$ cat src/rtl/dp_ram_port_arbiter_if.sv
// One ibex-style req/gnt/rvalid bus.
// master drives requests; slave answers them.
interface dp_ram_port_arbiter_if;
  logic        req;
  logic        we;
  logic [3:0]  be;
  logic [31:0] addr;
  logic [31:0] wdata;
  logic        gnt;
  logic        rvalid;
  logic [31:0] rdata;

  modport master (
    output req, we, be, addr, wdata,
    input  gnt, rvalid, rdata
  );

  modport slave (
    input  req, we, be, addr, wdata,
    output gnt, rvalid, rdata
  );
endinterface

$ cat src/rtl/dp_ram_port_arbiter.sv
// Two-master arbiter onto one dp_ram port:
// m0 priority, m1 starvation guard, rdata routing.
module dp_ram_port_arbiter #(
  parameter int ADDR_WIDTH   = 12,
  parameter int STARVE_LIMIT = 4
) (
  input  logic                  clk_i,
  input  logic                  rst_ni,
  dp_ram_port_arbiter_if.slave  m0,
  dp_ram_port_arbiter_if.slave  m1,
  output logic                  ram_en_o,
  output logic                  ram_we_o,
  output logic [3:0]            ram_be_o,
  output logic [ADDR_WIDTH-1:0] ram_addr_o,
  output logic [31:0]           ram_wdata_o,
  input  logic [31:0]           ram_rdata_i
);

  typedef enum logic {
    PRIO_M0,
    PRIO_M1
  } prio_e;

  localparam logic [7:0] LIMIT = 8'(STARVE_LIMIT);

  logic       r_ready;
  prio_e      r_prio;
  prio_e      w_prio_nxt;
  logic [7:0] r_starve_cnt;
  logic [7:0] w_cnt_nxt;
  logic [7:0] w_cnt_inc;
  logic [1:0] r_rvalid;
  logic       w_gnt0;
  logic       w_gnt1;
  logic       w_unused;

  always_ff @(posedge clk_i or negedge rst_ni) begin
    if (!rst_ni) begin
      r_ready      <= 1'b0;
      r_prio       <= PRIO_M0;
      r_starve_cnt <= 8'd0;
      r_rvalid     <= 2'b00;
    end else begin
      r_ready      <= 1'b1;
      r_prio       <= w_prio_nxt;
      r_starve_cnt <= w_cnt_nxt;
      r_rvalid     <= {w_gnt1, w_gnt0};
    end
  end

  always_comb begin
    w_gnt0 = 1'b0;
    w_gnt1 = 1'b0;
    if (r_ready) begin
      unique case (r_prio)
        PRIO_M0: begin
          w_gnt0 = m0.req;
          w_gnt1 = m1.req & ~m0.req;
        end
        PRIO_M1: begin
          w_gnt1 = m1.req;
          w_gnt0 = m0.req & ~m1.req;
        end
        default: ;
      endcase
    end
  end

  assign w_cnt_inc = r_starve_cnt + 8'd1;

  // m1 waiting under m0 priority accumulates; a grant or idle clears it
  always_comb begin
    w_prio_nxt = r_prio;
    w_cnt_nxt  = 8'd0;
    unique case (r_prio)
      PRIO_M0: begin
        if (m1.req & ~w_gnt1) begin
          if (w_cnt_inc == LIMIT) begin
            w_prio_nxt = PRIO_M1;
          end else begin
            w_cnt_nxt = w_cnt_inc;
          end
        end
      end
      PRIO_M1: begin
        if (w_gnt1) begin
          w_prio_nxt = PRIO_M0;
        end
      end
      default: ;
    endcase
  end

  always_comb begin
    ram_en_o    = w_gnt0 | w_gnt1;
    ram_we_o    = 1'b0;
    ram_be_o    = 4'b0000;
    ram_addr_o  = m0.addr[ADDR_WIDTH+1:2];
    ram_wdata_o = m0.wdata;
    unique case (1'b1)
      w_gnt0: begin
        ram_we_o = m0.we;
        ram_be_o = m0.be;
      end
      w_gnt1: begin
        ram_we_o    = m1.we;
        ram_be_o    = m1.be;
        ram_addr_o  = m1.addr[ADDR_WIDTH+1:2];
        ram_wdata_o = m1.wdata;
      end
      default: ;
    endcase
  end

  assign m0.gnt    = w_gnt0;
  assign m1.gnt    = w_gnt1;
  assign m0.rvalid = r_rvalid[0];
  assign m1.rvalid = r_rvalid[1];
  assign m0.rdata  = r_rvalid[0] ? ram_rdata_i : 32'd0;
  assign m1.rdata  = r_rvalid[1] ? ram_rdata_i : 32'd0;

  // aliased upper bits and byte offset are intentionally dropped
  assign w_unused = ^{m0.addr[31:ADDR_WIDTH+2], m0.addr[1:0],
                      m1.addr[31:ADDR_WIDTH+2], m1.addr[1:0]};

endmodule

$ cat src/flat_wrapper.sv
// flat-port wrapper written by rule: the top's interface ports become plain ports
module dp_ram_port_arbiter_flat 
#(
  parameter int ADDR_WIDTH   = 12,
  parameter int STARVE_LIMIT = 4
)
  (clk_i, rst_ni, ram_en_o, ram_we_o, ram_be_o, ram_addr_o, ram_wdata_o, ram_rdata_i, m0_req, m0_we, m0_be, m0_addr, m0_wdata, m0_gnt, m0_rvalid, m0_rdata, m1_req, m1_we, m1_be, m1_addr, m1_wdata, m1_gnt, m1_rvalid, m1_rdata);
  dp_ram_port_arbiter_if m0_i ();
  dp_ram_port_arbiter_if m1_i ();
  input  logic clk_i;
  input  logic rst_ni;
  output logic ram_en_o;
  output logic ram_we_o;
  output logic [3:0] ram_be_o;
  output logic [ADDR_WIDTH-1:0] ram_addr_o;
  output logic [31:0] ram_wdata_o;
  input  logic [31:0] ram_rdata_i;
  input wire logic [$bits(m0_i.req)-1:0] m0_req;
  input wire logic [$bits(m0_i.we)-1:0] m0_we;
  input wire logic [$bits(m0_i.be)-1:0] m0_be;
  input wire logic [$bits(m0_i.addr)-1:0] m0_addr;
  input wire logic [$bits(m0_i.wdata)-1:0] m0_wdata;
  output wire logic [$bits(m0_i.gnt)-1:0] m0_gnt;
  output wire logic [$bits(m0_i.rvalid)-1:0] m0_rvalid;
  output wire logic [$bits(m0_i.rdata)-1:0] m0_rdata;
  input wire logic [$bits(m1_i.req)-1:0] m1_req;
  input wire logic [$bits(m1_i.we)-1:0] m1_we;
  input wire logic [$bits(m1_i.be)-1:0] m1_be;
  input wire logic [$bits(m1_i.addr)-1:0] m1_addr;
  input wire logic [$bits(m1_i.wdata)-1:0] m1_wdata;
  output wire logic [$bits(m1_i.gnt)-1:0] m1_gnt;
  output wire logic [$bits(m1_i.rvalid)-1:0] m1_rvalid;
  output wire logic [$bits(m1_i.rdata)-1:0] m1_rdata;
  assign m0_i.req = m0_req;
  assign m0_i.we = m0_we;
  assign m0_i.be = m0_be;
  assign m0_i.addr = m0_addr;
  assign m0_i.wdata = m0_wdata;
  assign m0_gnt = m0_i.gnt;
  assign m0_rvalid = m0_i.rvalid;
  assign m0_rdata = m0_i.rdata;
  assign m1_i.req = m1_req;
  assign m1_i.we = m1_we;
  assign m1_i.be = m1_be;
  assign m1_i.addr = m1_addr;
  assign m1_i.wdata = m1_wdata;
  assign m1_gnt = m1_i.gnt;
  assign m1_rvalid = m1_i.rvalid;
  assign m1_rdata = m1_i.rdata;
  dp_ram_port_arbiter #(.ADDR_WIDTH(ADDR_WIDTH), .STARVE_LIMIT(STARVE_LIMIT)) u_core (.clk_i(clk_i), .rst_ni(rst_ni), .m0(m0_i), .m1(m1_i), .ram_en_o(ram_en_o), .ram_we_o(ram_we_o), .ram_be_o(ram_be_o), .ram_addr_o(ram_addr_o), .ram_wdata_o(ram_wdata_o), .ram_rdata_i(ram_rdata_i));
endmodule
$ cat config.mk
export PLATFORM = sky130hd
export DESIGN_NAME = dp_ram_port_arbiter_flat
export DESIGN_NICKNAME = d
export VERILOG_FILES = /design/src/rtl/dp_ram_port_arbiter_if.sv /design/src/rtl/dp_ram_port_arbiter.sv /design/src/flat_wrapper.sv
export SDC_FILE = /design/constraint.sdc
export NUM_CORES = 1
export LEC_CHECK = 0
export ABC_CLOCK_PERIOD_IN_PS = 2800
export BUFFER_PORTS_ARGS = -buffer_cell sky130_fd_sc_hd__buf_4
export CELL_PAD_IN_SITES_DETAIL_PLACEMENT = 1
export CELL_PAD_IN_SITES_GLOBAL_PLACEMENT = 1
export CORE_AREA = 2 2 112 114
export DETAILED_ROUTE_END_ITERATION = 10
export DIE_AREA = 0 0 114 116
export GPL_TIMING_DRIVEN = 1
export PLACE_DENSITY = 0.8
export SLEW_MARGIN = 20
export SYNTH_ARGS = -nofsm -noshare
export SYNTH_HDL_FRONTEND = slang
export SYNTH_SLANG_ARGS = --single-unit
$ cat constraint.sdc
create_clock -name clk_i -period 2.8 [get_ports clk_i]
set_clock_uncertainty 0.2 [all_clocks]
set_input_delay 0.42 -clock clk_i [delete_from_list [all_inputs] [get_ports clk_i]]
set_output_delay 0.42 -clock clk_i [all_outputs]
set_load 0.1 [all_outputs]
==> results of run 1 <==
stage by stage:
stage          total power, mW  worst slack (ns)
3_5_place_dp             1.228            0.3912
5_1_grt                  1.527            0.1841
4_1_cts                  1.491            0.2377
6_report                 1.476            0.2627
2_1_floorplan           0.9113           0.08552
3_3_place_gp             1.218            0.4352
worst max-delay path by stage:
| stage | startpoint | to | slack, ns | cells after the start |
|---|---|---|---|---|
| global route | u_core.r_prio$_DFF_PN0_ | ram_addr_o[9] | 0.18 | 5 |
| detailed placement | m1_req | ram_wdata_o[3] | 0.39 | 6 |
| floorplan | u_core.r_prio$_DFF_PN0_ | ram_be_o[0] | 0.09 | 4 |
| finish | u_core.r_prio$_DFF_PN0_ | ram_addr_o[9] | 0.26 | 5 |
| CTS | u_core.r_prio$_DFF_PN0_ | ram_wdata_o[3] | 0.24 | 5 |
| global placement | m1_req | ram_wdata_o[4] | 0.44 | 6 |
cells in the final DEF (no fill, tap or decap), types with 2 or more instances in the layout:
master and count:
sky130_fd_sc_hd__dfrtp_1 12, sky130_fd_sc_hd__nand3_1 3, sky130_fd_sc_hd__ha_1 2, sky130_fd_sc_hd__a21oi_4 2
sky130_fd_sc_hd__clkbuf_16 3, sky130_fd_sc_hd__mux2_1 44, sky130_fd_sc_hd__and3_1 2, sky130_fd_sc_hd__buf_4 251
sky130_fd_sc_hd__inv_1 2, sky130_fd_sc_hd__xnor2_1 2, sky130_fd_sc_hd__a22o_1 5, sky130_fd_sc_hd__nor2_1 10
sky130_fd_sc_hd__xor2_1 3, sky130_fd_sc_hd__nand2_1 3, sky130_fd_sc_hd__and2_1 64
cells by family after synthesis:
| family | Yosys count | synth area share |
|---|---|---|
| AOI/OAI and AO/OA | 13 | 0.07076 |
| DFF | 12 | 0.1887 |
| other | 1 | 0.002356 |
| muxes | 44 | 0.3113 |
| xor gates and xnor gates | 5 | 0.02752 |
| and+or+nand+nor | 91 | 0.3467 |
| buffers and inverters | 14 | 0.03695 |
| adders and majority gates | 2 | 0.01572 |
worst reg2reg max path: stages (launching register included):
cell and delay (ns):
sky130_fd_sc_hd__dfrtp_1 0.44, sky130_fd_sc_hd__ha_1 0.29, sky130_fd_sc_hd__and3_1 0.19, sky130_fd_sc_hd__o2111ai_1 0.26
sky130_fd_sc_hd__o41ai_2 0.13, sky130_fd_sc_hd__nand4b_1 0.18, sky130_fd_sc_hd__nor3b_1 0.20
repair_timing:
| action | CTS | global route |
|---|---|---|
| gates resized for setup | 0 | 0 |
| hold endpoints to repair | 12 | 0 |
| hold buffers | 1 | 0 |
| endpoints found under the setup margin | 0 | 0 |
power groups by stage:
stage	logic (mW)	registers, mW	clock network (mW)
after detailed placement	1.03	0.196	0
after global routing	1.06	0.195	0.274
after floorplan	0.715	0.196	0
after CTS	1.03	0.193	0.263
final	1.03	0.193	0.256
after global placement	1.02	0.195	0
registers in the layout, summed over array words and instances (netlist names):
signal               count
u_core.r_ready           1
u_core.r_prio            1
u_core.r_starve_cnt      8
u_core.r_rvalid          2
layout make-up:
class | count | area (sq um) | area share
well taps | 147 | 183.9 | 0.04923
flip-flops and latches | 12 | 300.3 | 0.08038
repair buffers | 253 | 1914 | 0.5124
inverters | 3 | 11.26 | 0.003014
multi-input cells | 156 | 1251 | 0.3349
clock buffers | 3 | 75.07 | 0.02009
per-layer routing:
| metal | share of wire | GRT usage | routed length (microns) | vias to the layer above |
|---|---|---|---|---|
| li1 | - | - | - | 1105 |
| met1 | 0.34 | 0.1131 | 2864 | 1050 |
| met2 | 0.54 | 0.2409 | 4570 | 169 |
| met3 | 0.12 | 0.03609 | 991 | 4 |
| met4 | 0.0063 | 0.01789 | 53 | 0 |
| met5 | 0 | 0 | 0 | - |
==> summary.md, run 1 <==
| Metric | Value |
|---|---|
| Final-report max-slew violation count | 0 |
| Number of endpoints failing setup at the final stage | 0 |
| Setup crit end kind | output pin |
| Data required time at the worst endpoint | 2.18 ns |
| Floorplan die width | 114 microns |
| CP Buf/Inv Count | 3 |
| Mean number of vias per cell | 4.056 |
| Fraction of final layout cells with drive strength greater than 1 | 0.6159 |
| Placed Cells incl. Taps | 570 |
| Cells on Worst Hold Path | 2 |
| ANT nets after route | 0 |
| Remaining Overflow, GRT | 0 |
| Wire per inst | 14.77 microns |
| DRC viols | 0 |
| Net count, final | 605 |
| Fillers | 1,443 |
| GRT Resource Usage Total | 0.1161 |
| Global placer's final weighted congestion | 0.7530 |
| Max-slew headroom | 0.4218 |
| Net count after synthesis | 358 |
| Post-synthesis instance area | 1592 sq um |
| Main area contributors after synthesis | sky130_fd_sc_hd__mux2_1 31%, sky130_fd_sc_hd__and2_1 25%, sky130_fd_sc_hd__dfrtp_1 19% |
| Pwr dens | 394.9 nW/um^2 |
| Total Routed Length | 8478 microns |
| Mean instance size in the synthesized netlist | 8.745 sq um |
| Clock Sink Count | 12 |
| Count of mapped cells out of synthesis | 182 |
| Depth of the worst register-to-register path | 6 |
| Worst Path Class, Setup | flip-flop to output pin |
| Startpoint of the lowest-slack register-to-register path | u_core.r_starve_cnt[0]$_DFF_PN0_ |
| Insertion delay to the later sink of the worst-skew pair | 0.24 ns |
| First DRT Iteration DRCs | 73 |
| Status | complete, no violations |
| Vias | 2,328 |
| Number of antenna violations at the first check in global routing | 0 |
| Pin count of the biggest net entering global routing | 51 |
| Final standard cell count with taps included and fillers excluded | 574 |
| Wire length of the first global-routing pass | 12,210 microns |
| TritonCTS clock tree | yes |
| Total leakage power | 1.950 nW |
| Post-route fraction of the period consumed by the critical path | 0.9062 |
| Top cell types by occurrence after synthesis | 64 x sky130_fd_sc_hd__and2_1, 44 x sky130_fd_sc_hd__mux2_1, 12 x sky130_fd_sc_hd__dfrtp_1 |
| Worst-Margin Slew | 0.8672 ns |
| Number of iterations in the first detailed-routing pass | 2 |
| Initial cell density of the core | 0.1336 |
| Total CTS buffers | 3 |
| FF+latch count, synth | 12 |
| Antenna fix cells | 0 |
| Unrepaired setup endpoints after global routing | no |
| Proportion of synthesized chip area in sequential cells | 0.1887 |
| Clock buffer depth | 2 |
| Maxcap violations | 0 |
| Final critical delay including setup and external delays | 2.537 ns |
| Area delta synth->final | 134.7% |
| Detailed-placement wirelength estimate | 7414 microns |
| Fraction of registers with async set or reset after synthesis | 1.000 |
| Number of global-route vias before repair | 2,367 |
| Share of power burned in combinational logic | 0.696 |
| Clock Pin Slew Worst Setup and Hold Paths | 0.04 ns |
| Critical-path cell with the highest stage delay | sky130_fd_sc_hd__dfrtp_1 |
| P_sw | 0.8346 mW |
| Yosys warning count | 0 |
| Yosys top cell by area | sky130_fd_sc_hd__mux2_1 |
| Fraction of power consumed by sequential logic | 0.131 |
| Post-DP Area | 3651 sq um |
| Max Freq | 394.1 MHz |
| Yosys top cell area share | 0.3113 |
| Part of the total power dissipated in the clock network | 0.174 |
| Critical path, cell by cell | inv_2 > a21oi_4 > buf_12 > mux2_1 > buf_4 |
| Area of the core region | 11,910 sq um |
| Library cell with the highest instance count after synthesis | sky130_fd_sc_hd__and2_1 |
| Highest net fanout along the worst path | 50 |
| Ys flop type | sky130_fd_sc_hd__dfrtp_1 |
| Post-route design area | 3736 sq um |
| Clock Tree Root | sky130_fd_sc_hd__clkbuf_16 |
| Endpoint of the worst hold path | u_core.r_rvalid[1]$_DFF_PN0_ |
| Post-Route Setup TNS | 0 ns |
| Count of buffers from port buffering | 251 |
| Sw Ratio | 0.5656 |
| Post-CTS setup buffers | 0 |
| Reg2Reg Setup Slack | 0.83 ns |
| Largest voltage drop on the vdd net | 0.0002347 V |
| Final core utilization | 0.3137 |
| Worst hold slack | 0.2159 ns |
| Die outline height | 116 microns |
| Final Hold Viols | 0 |
| Worst r2r dst | u_core.r_starve_cnt[0]$_DFF_PN0_ |
| Post-synth cell types | 32 |
| Die footprint | 13,220 sq um |
| Arrival time of data at the critical path endpoint | 1.92 ns |
| Placement row count | 40 |
| Post-synth EDFFs | 0 |
| Startpoint type of the worst setup path | flip-flop |
| Hold wc startpoint | m0_req |
| Internal power summed over all cells | 0.6410 mW |
| Hold crit path type | input port to flip-flop |
| Largest delay share family, worst path | buffers and inverters |
| Count of boundary I/O pins | 292 |
| CTS H-tree depth | 1 |
| Crit-path max cell delay | 0.42 ns |
Note: power is estimated with default switching activity, not from simulation.
==> inputs of run 2 (changes only) <==
- CELL_PAD_IN_SITES_DETAIL_PLACEMENT: 1 -> 0
- CELL_PAD_IN_SITES_GLOBAL_PLACEMENT: 1 -> 2
- CORE_AREA: 2 2 112 114 -> 2 2 124 126
- DIE_AREA: 0 0 114 116 -> 0 0 126 128
- PLACE_DENSITY: 0.8 -> 0.89
- RECOVER_POWER: not set -> 25
==> summary.md, run 2 (synthesized netlist as in run 1, its figures left out) <==
| Metric | Value |
|---|---|
| Number of endpoints failing setup at the final stage | 0 (unchanged) |
| Critical path, cell by cell | clkbuf_2 > clkbuf_1 |
| GRT Resource Usage Total | 0.09025 (-0.02584) |
| Number of flip-flops in the largest register | 8 (unchanged) |
| Clock Pin Slew Worst Setup and Hold Paths | 0.04 ns (about the same) |
| Net count, final | 607 (+0.33%) |
| TritonCTS clock tree | yes |
| Post-cts repair resize count | 0 (unchanged) |
| Setup crit end kind | output pin |
| Launch point of the worst path | u_core.r_rvalid[1]$_DFF_PN0_ |
| Clock buffer depth | 2 (unchanged) |
| Placement row count | 45 (+13%) |
| Final Hold Viols | 0 (unchanged) |
| Maxcap violations | 0 (unchanged) |
| Most frequent cells in the layout | 236 x sky130_fd_sc_hd__buf_4, 64 x sky130_fd_sc_hd__and2_1, 44 x sky130_fd_sc_hd__mux2_1, 13 x sky130_fd_sc_hd__clkbuf_2, 12 x sky130_fd_sc_hd__dfrtp_1 |
| Insertion delay to the later sink of the worst-skew pair | 0.24 ns (about the same) |
| Post-Route Setup TNS | 0 ns (unchanged) |
| First DRT Iteration DRCs | 57 (-22%) |
| Largest delay share family, worst path | buffers and inverters |
| Area delta synth->final | 135.9% |
| Data required time at the worst endpoint | 2.18 ns (about the same) |
| Max Freq | 398.5 MHz (+1.1%) |
| Pwr dens | 389.7 nW/um^2 (-1.3%) |
| Vias | 2,290 (-1.6%) |
| CP Buf/Inv Count | 2 (-1) |
| Pin count of the biggest net entering global routing | 47 (-7.8%) |
| Clock Tree Root | sky130_fd_sc_hd__clkbuf_16 |
| Reg2Reg Setup Slack | 0.92 ns (+0.09 ns) |
| Remaining Overflow, GRT | 0 (unchanged) |
| Number of antenna violations at the first check in global routing | 0 (unchanged) |
| Antenna fix cells | 0 (unchanged) |
| Count of boundary I/O pins | 292 (unchanged) |
| Register with the most flip-flops | u_core.r_starve_cnt |
| Count of buffers from port buffering | 251 (unchanged) |
| Hold wc startpoint | m1_req |
| ANT nets after route | 0 (unchanged) |
| Critical-path cell with the highest stage delay | sky130_fd_sc_hd__clkbuf_1 |
| Post-route fraction of the period consumed by the critical path | 0.8963 (-0.009839) |
| Global placer's final weighted congestion | 0.7966 (+5.8%) |
| Floorplan die width | 126 microns (+11%) |
| Die footprint | 16,130 sq um (+22%) |
| Top flop regs | u_core.r_starve_cnt x8, u_core.r_rvalid x2 |
| Total CTS buffers | 3 (unchanged) |
| Die outline height | 128 microns (+10%) |
| Status | complete, no violations |
| Hold crit path type | input port to flip-flop |
| Initial cell density of the core | 0.1071 (-0.02654) |
| Largest voltage drop on the vdd net | 0.0001997 V (-15%) |
| DRC viols | 0 (unchanged) |
| Post-CTS setup buffers | 0 (unchanged) |
| Hold-fix buffers, CTS | 1 (unchanged) |
| Number of global-route vias before repair | 2,329 (-1.6%) |
| Area of the core region | 14,860 sq um (+25%) |
| Final critical delay including setup and external delays | 2.510 ns (-0.02755 ns) |
| Startpoint of the lowest-slack register-to-register path | u_core.r_starve_cnt[0]$_DFF_PN0_ |
| Total leakage power | 1.934 nW (-0.79%) |
| Worst-Margin Slew | 1.175 ns (+0.3080 ns) |
| Startpoint type of the worst setup path | flip-flop |
| Final core utilization | 0.2526 (-0.06105) |
| Fraction of final layout cells with drive strength greater than 1 | 0.6084 (-0.007533) |
| Max-slew headroom | 0.2199 (-0.2020) |
| Wire length of the first global-routing pass | 11,760 microns (-3.7%) |
| Number of iterations in the first detailed-routing pass | 4 (+2) |
| CTS H-tree depth | 1 (unchanged) |
| Total Routed Length | 7867 microns (-7.2%) |
| Leading cell type in the layout, fill and taps excluded | sky130_fd_sc_hd__buf_4 |
| Detailed-placement wirelength estimate | 6964 microns (-6.1%) |
| Crit-path max cell delay | 0.91 ns (+0.49 ns) |
| Mean number of vias per cell | 3.712 (-8.5%) |
| Unrepaired setup endpoints after global routing | no |
| Highest net fanout along the worst path | 33 (-34%) |
| Clock Sink Count | 12 (unchanged) |
| Arrival time of data at the critical path endpoint | 1.89 ns (-0.03 ns) |
| Final-report max-slew violation count | 0 (unchanged) |
| Wire per inst | 12.75 microns (-14%) |
| Worst Path Class, Setup | flip-flop to output pin |
[run 2: cell count changes in the layout (fill, tap and decap cells not counted), sizes merged]
cell / change
buf: -15
clkbuf: +17
[run 2: final timing paths]
check                      cells past startpoint                               end
hold reg to reg                                1  u_core.r_starve_cnt[0]$_DFF_PN0_
min in group asynchronous                      2  u_core.r_starve_cnt[7]$_DFF_PN0_
setup / recovery                               2                         m1_rvalid
setup reg to reg                               6  u_core.r_starve_cnt[0]$_DFF_PN0_
max in group asynchronous                      2           u_core.r_prio$_DFF_PN0_
hold / removal                                 2      u_core.r_rvalid[0]$_DFF_PN0_
[run 2: metrics by stage]
stage | total power [mW] | hold slack [ns] | cell area (sq um) | setup slack (ns) | cells
final | 1.463 | 0.2646 | 3755 | 0.2903 | 617
after global placement | 1.218 | 0.06521 | 3717 | 0.4935 | 613
after global routing | 1.509 | 0.2808 | 3755 | 0.1607 | 617
after floorplan | 0.9113 | -0.07559 | 1603 | 0.08552 | 182
after detailed placement | 1.224 | 0.06936 | 3717 | 0.4459 | 613
after CTS | 1.483 | 0.2735 | 3802 | 0.3056 | 617
[run 2: per-layer routing]
metal	part of all wire	wire length, microns	track usage
met1	0.34	2667	0.09112
met3	0.12	954	0.02295
met2	0.53	4197	0.1856
met5	0	0	0
met4	0.0061	48	0.01616
[run 2: where the power goes]
| group | switching (mW) | total (mW) | internal (mW) |
|---|---|---|---|
| Combinational | 0.750 | 1.02 | 0.272 |
| Clock | 0.0671 | 0.252 | 0.185 |
| Sequential | 0.00964 | 0.189 | 0.179 |
[run 2: area by class of cell]
| cell class | count | area (sq um) |
|---|---|---|
| flip-flops and latches | 12 | 300.3 |
| fillers | 1623 | 11110 |
| multi-input cells | 156 | 1251 |
| repair buffers | 255 | 1882 |
| inverters | 3 | 11.26 |
| well taps | 188 | 235.2 |
| clock buffers | 3 | 75.07 |
